### src/rtl/addr_set_match.sv
// Combinational membership test of an address against
// a packed list of N addresses (entry 0 in the LSBs).
module addr_set_match #(
    parameter int               WIDTH = 32,
    parameter int               N     = 1,
    parameter logic [N*WIDTH-1:0] LIST  = '0
) (
    input  logic [WIDTH-1:0] adr,
    output logic             hit
);

    always_comb begin
        hit = 1'b0;
        for (int i = 0; i < N; i++) begin
            if (adr == LIST[i*WIDTH +: WIDTH]) begin
                hit = 1'b1;
            end
        end
    end

endmodule

### config.mk
export PLATFORM = sky130hd
export DESIGN_NAME = addr_set_match
export DESIGN_NICKNAME = d
export VERILOG_FILES = /design/src/rtl/addr_set_match.sv
export SDC_FILE = /design/constraint.sdc
export NUM_CORES = 1
export LEC_CHECK = 0
export BUFFER_PORTS_ARGS = -buffer_cell sky130_fd_sc_hd__buf_4
export CAP_MARGIN = 20
export CORE_AREA = 2 2 39 41
export DETAILED_ROUTE_END_ITERATION = 8
export DIE_AREA = 0 0 41 43
export GPL_TIMING_DRIVEN = 0
export PLACE_DENSITY = 0.48
export SYNTH_ARGS = -nofsm -noshare
export SYNTH_HDL_FRONTEND = slang
export SYNTH_SLANG_ARGS = --single-unit
### constraint.sdc
create_clock -name vclk -period 0.8
set_input_delay 0 -clock vclk [all_inputs]
set_output_delay 0 -clock vclk [all_outputs]
set_load 0.03 [all_outputs]
* After elaboration in Yosys (flattened, before gate mapping)
Index checks and enable logic that the tools add are counted.
** Word-level totals
- Bits in registers :: 0
- Input bits :: 32
- Logic and storage cells :: 2
** Operators by class
- Mux-type cells :: 1
- Reductions and logical operators :: 1
** Operator list (count)
- zero test 32 bit :: 1
- 2-to-1 mux 1 bit :: 1

* Depth between registers and ports, before layout
Gate-level depths: netlist of the first run.
- Word-level depth :: 2
- Mapped depth :: 3
- Mapped depth without buffers :: 3

* Worst setup path before layout of the first run
OpenSTA, ideal clock, no wires.
- Path type :: input-to-output
- Start point :: input adr[26]
- End point :: output hit
- Arrival time :: 0.791 ns
- Data required time :: 0.800 ns
- Path slack :: 0.009 ns
- Cell stages on the path :: 3
- Buffers on the path :: 0
- Cell sequence :: nor4_1 nand4_1 nor2_1
** On the way
- Word-level cells in the longest chain between the ends :: 2
** Ends and longest elaborated chain
- start: declaration :: line 8 : input logic [WIDTH-1:0] adr,
- zero test 32 bit :: line 15 : if (adr == LIST[i*WIDTH +: WIDTH]) begin
- 2-to-1 mux 1 bit :: line 15
- end: declaration :: line 9 : output logic hit
No other way between the ends.

* Worst setup path after layout of the first run
- Start point :: input adr[11]
- End point :: output hit
Same word-level chain as after synthesis.

==> metrics, run 1 <==
status finished with violations; failing checks setup timing; hold buffer count at cts 0; first-pass GRT wire length 807 µm; DR iter-0 viols 0; n_diodes 0; Crit Path Category in2out; worst-margin pin slew 0.236 ns; PD cells 384 nW/µm²; DRT Pass-1 Iters 1; max incr delay on CP 0.26 ns; NetSw 0.0000397 W; DIE HEIGHT 43 µm; area taken by multi-input logic gates 119 µm²; Unique masters post-synth 4; register area share after synthesis 0; top-area cell type share of the netlist area 0.603; Area Growth Syn to Fin 453%; critical path, cell by cell buf_4 -> nor4_2 -> nand4_1 -> nor2_1 -> buf_4; fin crit share 1.02; fillers 150; Gate power share 1.000; core area 1380 µm²; row count 14; Maximum Capacitance Violations 0; switching share of power 0.257; die area 1760 µm²; CP Data Required Time 0.80 ns; part of the power in the clock network 0; Max rail drop VDD 0.000112 V; # DRC 0; clkbuf count 0; Post-Syn Nets 43; fin nets 78; unrepaired setup endpoints after global routing true; Worst Setup Start Kind input port; Seq. cell area 0 µm²; vias in the first global route 234; dpl hpwl 488 µm; gp weighted congestion 0.587; Final Setup Violations 1; die width 41 µm; Seq pwr share 0; share of cells above drive strength 1 0.909; Slew headroom 0.841; post-route setup slack -0.0173 ns; Syn Area/Cell 6.60 µm²; Crit Path Max Fanout 1; GRT Util Overall 0.0619; routed len/inst 9.90 µm; input/output buffers 33; Hold WC Path Type in2out; Total Wirelength 594 µm; CP Data Arrival Time 0.82 ns; Syn Std Cell Area 72.6 µm²; Starting Density 0.0524; leakage 0.173 nW; Overflow after GRT 0; smallest hold slack 0.367 ns; via-per-instance ratio 4.22; largest net degree at the start of global routing 2; hold path depth 5; crit path max-delay cell type nor4_2; IO Pins 33; Yosys top cell by area nor4_1; via count 253; DRT antenna net count 0; Final Max Tran Viols 0; FF+latch count 0; Worst setup EP type output port; final hold vios 0; crit-path most repeated cell buf_4; internal power 0.000115 W; synth warn 0; setup bufs post-CTS 0; initial antenna violation count 0; largest cells by area after synthesis nor4_1, nand4_1, nor4_2; Mapped Cells 11; post-layout util 0.290; Fmax 1220 MHz; Tmin final 0.817 ns
cell type report:
class / count / share of cell area
Multi-Input combinational cell: 11 / 0.296
Tap cell: 16 / 0.0498
Timing Repair Buffer: 33 / 0.654
placed cells by master (no fill, tap or decap):
cell type,synthesis,layout
buf_6,0,4
nor4_4,0,1
nor2_1,1,1
buf_4,0,29
nor4_1,7,1
nand4_1,2,2
nor4_2,1,6
cells in the mapped netlist:
cell type / instances
nand4_1: 2
nor2_1: 1
nor4_1: 7
nor4_2: 1
layer usage:
layer / track usage / wire (µm) / vias up
li1: - / - / 119
met1: 0.0506 / 143 / 101
met2: 0.128 / 263 / 33
met3: 0.0262 / 187 / 0
met4: 0 / 0 / 0
met5: 0 / 0 / -
timing repair:
action	4_1_cts	5_1_grt
gates resized for setup	9	2
gates cloned	0	0
endpoints found under the setup margin	1	1
pin swaps	5	3
power groups by stage:
| stage | Sequential (W) | Clock (W) | Combinational [W] |
|---|---|---|---|
| 6_report | 0 | 0 | 0.000154 |
| 5_1_grt | 0 | 0 | 0.000166 |
| 4_1_cts | 0 | 0 | 0.000151 |
| 3_5_place_dp | 0 | 0 | 0.000128 |
| 3_3_place_gp | 0 | 0 | 0.000127 |
| 2_1_floorplan | 0 | 0 | 0.00000797 |
critical path, delay by kind of cell:
family	cells	cell delay [ns]
buffers and inverters	2	0.28
AND/OR/NAND/NOR	3	0.53
cells by family after synthesis:
kind of cell / Yosys count / synth area share
AND/OR/NAND/NOR: 11 / 1.00
through the flow:
stage	instances	setup slack [ns]	area [µm²]	setup TNS [ns]	power [W]
detailed placement	60	-0.0612	340	-0.0612	0.000128
global route	60	-0.0614	402	-0.0614	0.000166
finish	60	-0.0173	402	-0.0173	0.000154
CTS	60	0.00772	392	0	0.000151
floorplan	11	0.00946	72.6	0	0.00000797
global placement	60	-0.0522	340	-0.0522	0.000127
worst paths after layout:
check,start,slack [ns],end
max,adr[11],-0.02,hit
min,adr[24],0.37,hit
Note: power is estimated with default switching activity, not from simulation.
==> inputs of run 2 (changes only) <==
--- a/config.mk
+++ b/config.mk
@@ -11,7 +11,8 @@
 export DETAILED_ROUTE_END_ITERATION = 8
 export DIE_AREA = 0 0 41 43
 export GPL_TIMING_DRIVEN = 0
-export PLACE_DENSITY = 0.48
+export PLACE_DENSITY = 0.47
+export SLEW_MARGIN = 20
 export SYNTH_ARGS = -nofsm -noshare
 export SYNTH_HDL_FRONTEND = slang
 export SYNTH_SLANG_ARGS = --single-unit
==> run 2 against run 1 <==
- the flow now finishes without violations
- count of clock-buffer cells in the layout stayed put
- critical endpoint unchanged
- worst hold slack worse by 0.0040 ns
- critical path depth stayed put
- combinational power is 24% higher
- via count is 2.4% higher
- non-clock buffer count stayed put
- total power is 24% higher
- die area stayed put
- design area is 16% higher
- cell count stayed put
- worst setup slack better by 0.048 ns
==> metrics, run 2 (synthesized netlist as in run 1, its figures left out) <==
n_diodes 0 (unchanged); DRT antenna net count 0 (unchanged); smallest hold slack 0.363 ns (-0.00395 ns); input/output buffers 33 (unchanged); CP Data Arrival Time 0.77 ns (-0.05 ns); part of the power in the clock network 0 (unchanged); Max rail drop VDD 0.000138 V (+23%); largest net degree at the start of global routing 2 (unchanged); DRT Pass-1 Iters 1 (unchanged); first-pass GRT wire length 662 µm (-18%); via count 259 (+2.4%); clkbuf count 0 (unchanged); Worst Setup Start Kind input port; leakage 0.187 nW (+7.6%); Crit Path Category in2out; final hold vios 0 (unchanged); Overflow after GRT 0 (unchanged); fin crit share 0.962 (-0.0594); Gate power share 1.000 (about the same); Final Max Tran Viols 0 (unchanged); routing usage on met2 0.106 (-0.0219); GRT Max-Usage Layer met2; hold buffer count at cts 0 (unchanged); total negative slack 0 ns (+0.0173 ns); FF+latch count 0 (unchanged); IO Pins 33 (unchanged); unrepaired setup endpoints after global routing true; Final Setup Violations 0 (-1); core area 1380 µm² (unchanged); Worst setup EP type output port; NetSw 0.0000614 W (+55%); Seq pwr share 0 (unchanged); Starting Density 0.0524 (unchanged); Maximum Capacitance Violations 0 (unchanged); initial antenna violation count 0 (unchanged); vias in the first global route 212 (-9.4%); Seq. cell area 0 µm² (unchanged); fin nets 78 (unchanged); Hold Path End hit; Fmax 1300 MHz (+6.2%); via-per-instance ratio 4.32 (+2.4%); most frequent cells in the layout buf_4, buf_6, nor4_4, nor4_2, nand4_1; leading cell type in the layout, fill and taps excluded buf_4; GRT Util Overall 0.0509 (-0.0110); min-delay src adr[23]; met3 usage 0.00524 (-0.0209); worst-margin pin slew 0.194 ns (-0.0423 ns); hold path depth 5 (unchanged); Total Wirelength 637 µm (+7.2%); switching share of power 0.322 (+0.0644); die area 1760 µm² (unchanged); internal power 0.000129 W (+13%); Area Growth Syn to Fin 543%; Crit Path Max Fanout 1 (unchanged); PD cells 409 nW/µm² (+6.4%); Slew headroom 0.870 (+0.0286); GRT met1 Usage 0.0506 (unchanged); fillers 140 (-6.7%); row count 14 (unchanged); routed len/inst 10.6 µm (+7.2%); status complete, no violations; DR iter-0 viols 0 (unchanged); # DRC 0 (unchanged); DIE HEIGHT 43 µm (unchanged); share of cells above drive strength 1 0.932 (+0.0227); die width 41 µm (unchanged); Tmin final 0.770 ns (-0.0475 ns); gp weighted congestion 0.612 (+4.4%); Hold WC Path Type in2out; CP Data Required Time 0.80 ns (about the same)
==> run 2: cell counts in the layout (fill, tap and decap cells not counted) <==
No cell type changed its count.
==> run 2: worst max-delay path, stage by stage <==
cell and delay, ns:
buf_6 0.09, nor4_4 0.25, nand4_1 0.14, nor2_1 0.12, buf_4 0.17
==> run 2: metal layers <==
layer / routed length [µm] / share of wire
met1: 162 / 0.25
met3: 174 / 0.27
met4: 0 / 0
met5: 0 / 0
met2: 300 / 0.47
==> run 2: area by class of cell <==
class,count,area (µm²),share of cell area
Timing Repair Buffer,33,278,0.595
Multi-Input combinational cell,11,169,0.362
Tap cell,16,20.0,0.0429
==> run 2: what timing repair did <==
action / 4_1_cts / 5_1_grt
endpoints found under the hold margin: 0 / 0
pin swaps: 5 / 7
gates resized for setup: 9 / 12
buffers inserted: 0 / 0
setup endpoints to repair: 1 / 1
==> run 2: worst max path at each step <==
stage / from / cells after the start / to
after floorplan: adr[26] / 3 / hit
after global placement: adr[1] / 5 / hit
after detailed placement: adr[1] / 5 / hit
after CTS: adr[0] / 5 / hit
after global routing: adr[26] / 5 / hit
final: adr[4] / 5 / hit
==> run 2: per-stage QoR <==
step / utilization / setup slack (ns) / cells / power, W / cell area, µm²
floorplan: - / 0.00946 / 11 / 0.00000797 / 72.6
global placement: 0.246 / -0.0680 / 60 / 0.000127 / 340
detailed placement: 0.246 / -0.0650 / 60 / 0.000129 / 340
CTS: 0.283 / 0.000482 / 60 / 0.000153 / 392
global route: 0.337 / -0.0416 / 60 / 0.000204 / 467
finish: 0.337 / 0.0303 / 60 / 0.000191 / 467
==> run 2: power groups by stage <==
| stage | logic, W | registers [W] | clock network, W |
|---|---|---|---|
| 4_1_cts | 0.000153 | 0 | 0 |
| 5_1_grt | 0.000204 | 0 | 0 |
| 6_report | 0.000191 | 0 | 0 |
| 3_5_place_dp | 0.000129 | 0 | 0 |
| 3_3_place_gp | 0.000127 | 0 | 0 |
| 2_1_floorplan | 0.00000797 | 0 | 0 |
==> inputs of run 3 (changes only) <==
--- a/config.mk
+++ b/config.mk
@@ -7,11 +7,13 @@
 export LEC_CHECK = 0
 export BUFFER_PORTS_ARGS = -buffer_cell sky130_fd_sc_hd__buf_4
 export CAP_MARGIN = 20
+export CELL_PAD_IN_SITES_DETAIL_PLACEMENT = 1
+export CELL_PAD_IN_SITES_GLOBAL_PLACEMENT = 2
 export CORE_AREA = 2 2 39 41
 export DETAILED_ROUTE_END_ITERATION = 8
 export DIE_AREA = 0 0 41 43
 export GPL_TIMING_DRIVEN = 0
-export PLACE_DENSITY = 0.47
+export PLACE_DENSITY = 0.95
 export SLEW_MARGIN = 20
 export SYNTH_ARGS = -nofsm -noshare
 export SYNTH_HDL_FRONTEND = slang
==> run 3 against run 2 <==
- design area up 2.9%
- flip-flop and latch count did not move
- critical path depth is the same
- via count did not move
==> metrics, run 3 (synthesized netlist as in run 1, its figures left out) <==
Crit Path Category in2out; switching share of power 0.355 (+0.0331); hold path depth 5 (unchanged); worst-margin pin slew 0.208 ns (+0.0139 ns); fin cells 60 (unchanged); Hold Path End hit; min-delay src adr[17]; Placed Cells 60 (unchanged); fillers 154 (+10%); core area 1380 µm² (unchanged); Overflow after GRT 0 (unchanged); share of cells above drive strength 1 0.932 (unchanged); PD cells 423 nW/µm² (+3.4%); most frequent cells in the layout buf_4, nor4_4, buf_6, nand4_1, nor2_1; IO Pins 33 (unchanged); Worst setup EP type output port; initial antenna violation count 0 (unchanged); clkbuf count 0 (unchanged); die area 1760 µm² (unchanged); status complete, no violations; leading cell type in the layout, fill and taps excluded buf_4; internal power 0.000131 W (+1.3%); n_diodes 0 (unchanged); vias in the first global route 303 (+43%); via count 259 (unchanged); total negative slack 0 ns (unchanged); largest net degree at the start of global routing 2 (unchanged); Hold WC Path Type in2out; DIE HEIGHT 43 µm (unchanged); DRT Pass-1 Iters 1 (unchanged); Seq pwr share 0 (unchanged); # DRC 0 (unchanged); setup bufs post-CTS 0 (unchanged); Starting Density 0.0524 (unchanged); fin crit share 0.986 (+0.0239); die width 41 µm (unchanged); leakage 0.188 nW (+1.0%); Final Setup Violations 0 (unchanged); Final Max Tran Viols 0 (unchanged); Slew headroom 0.861 (-0.00926); Gate power share 1.000 (about the same); NetSw 0.0000721 W (+17%); Area Growth Syn to Fin 562%; Worst Path Buf+Inv 2 (unchanged); post-layout util 0.347 (+0.00995); CP Data Arrival Time 0.79 ns (+0.02 ns); gp weighted congestion 0.641 (+4.6%); smallest hold slack 0.372 ns (+0.00833 ns); Total Wirelength 906 µm (+42%); DR iter-0 viols 0 (unchanged); via-per-instance ratio 4.32 (unchanged); unrepaired setup endpoints after global routing true; part of the power in the clock network 0 (unchanged); Worst Setup Start Kind input port; CP delay by family, top simple AND/OR/NAND/NOR gates; Fmax 1270 MHz (-2.4%); Seq. cell area 0 µm² (unchanged); CP Data Required Time 0.80 ns (about the same); final hold vios 0 (unchanged); DRT antenna net count 0 (unchanged); Tmin final 0.789 ns (+0.0191 ns); routed len/inst 15.1 µm (+42%); Max rail drop VDD 0.000148 V (+7.4%); row count 14 (unchanged); input/output buffers 33 (unchanged); FF+latch count 0 (unchanged); total chip power 0.000203 W (+6.5%); critical path, cell by cell buf_4 -> nor4_4 -> nand4_1 -> nor2_1 -> buf_4; Crit Path Max Fanout 1 (unchanged); max incr delay on CP 0.25 ns (about the same); crit-path most repeated cell buf_4; GRT Util Overall 0.0929 (+0.0420); first-pass GRT wire length 1150 µm (+73%); crit path max-delay cell type nor4_4; fin nets 78 (unchanged); Maximum Capacitance Violations 0 (unchanged)
[run 3: final cells by class]
class,instances,area (µm²),share of cell area
Timing Repair Buffer,33,274,0.570
Multi-Input combinational cell,11,186,0.388
Tap cell,16,20.0,0.0417
[run 3: how the worst max path moves through the flow]
stage,from,endpoint,depth (start not counted)
finish,adr[26],hit,5
global route,adr[4],hit,5
CTS,adr[7],hit,5
detailed placement,adr[27],hit,5
global placement,adr[27],hit,5
floorplan,adr[26],hit,3
[run 3: tightest hold or removal path, stage by stage]
cell and delay, ns:
buf_6 0.07, nor4_4 0.03, nand4_1 0.07, nor2_1 0.04
buf_4 0.16
[run 3: through the flow]
step                area [µm²]  worst slack (ns)
floorplan                 72.6           0.00946
global placement           340           -0.0386
detailed placement         340            -0.134
CTS                        399           0.00114
global route               480           -0.0494
finish                     480            0.0111
[run 3: power by group through the flow]
stage,clock (W),combinational (W),sequential [W]
final,0,0.000203,0
after global routing,0,0.000217,0
after CTS,0,0.000160,0
after detailed placement,0,0.000132,0
after global placement,0,0.000128,0
after floorplan,0,0.00000797,0
[run 3: what timing repair did]
item | 4_1_cts | 5_1_grt
hold buffers | 0 | 0
resized for setup | 9 | 13
endpoints found under the setup margin | 1 | 1
pin swaps | 4 | 9
cloned | 0 | 0
[run 3: per-layer routing]
layer	vias up	GRT usage	share of wire
met5	-	0	0
met4	0	0	0
met3	0	0.0576	0.26
met2	33	0.181	0.46
met1	107	0.0759	0.28
li1	119	-	-
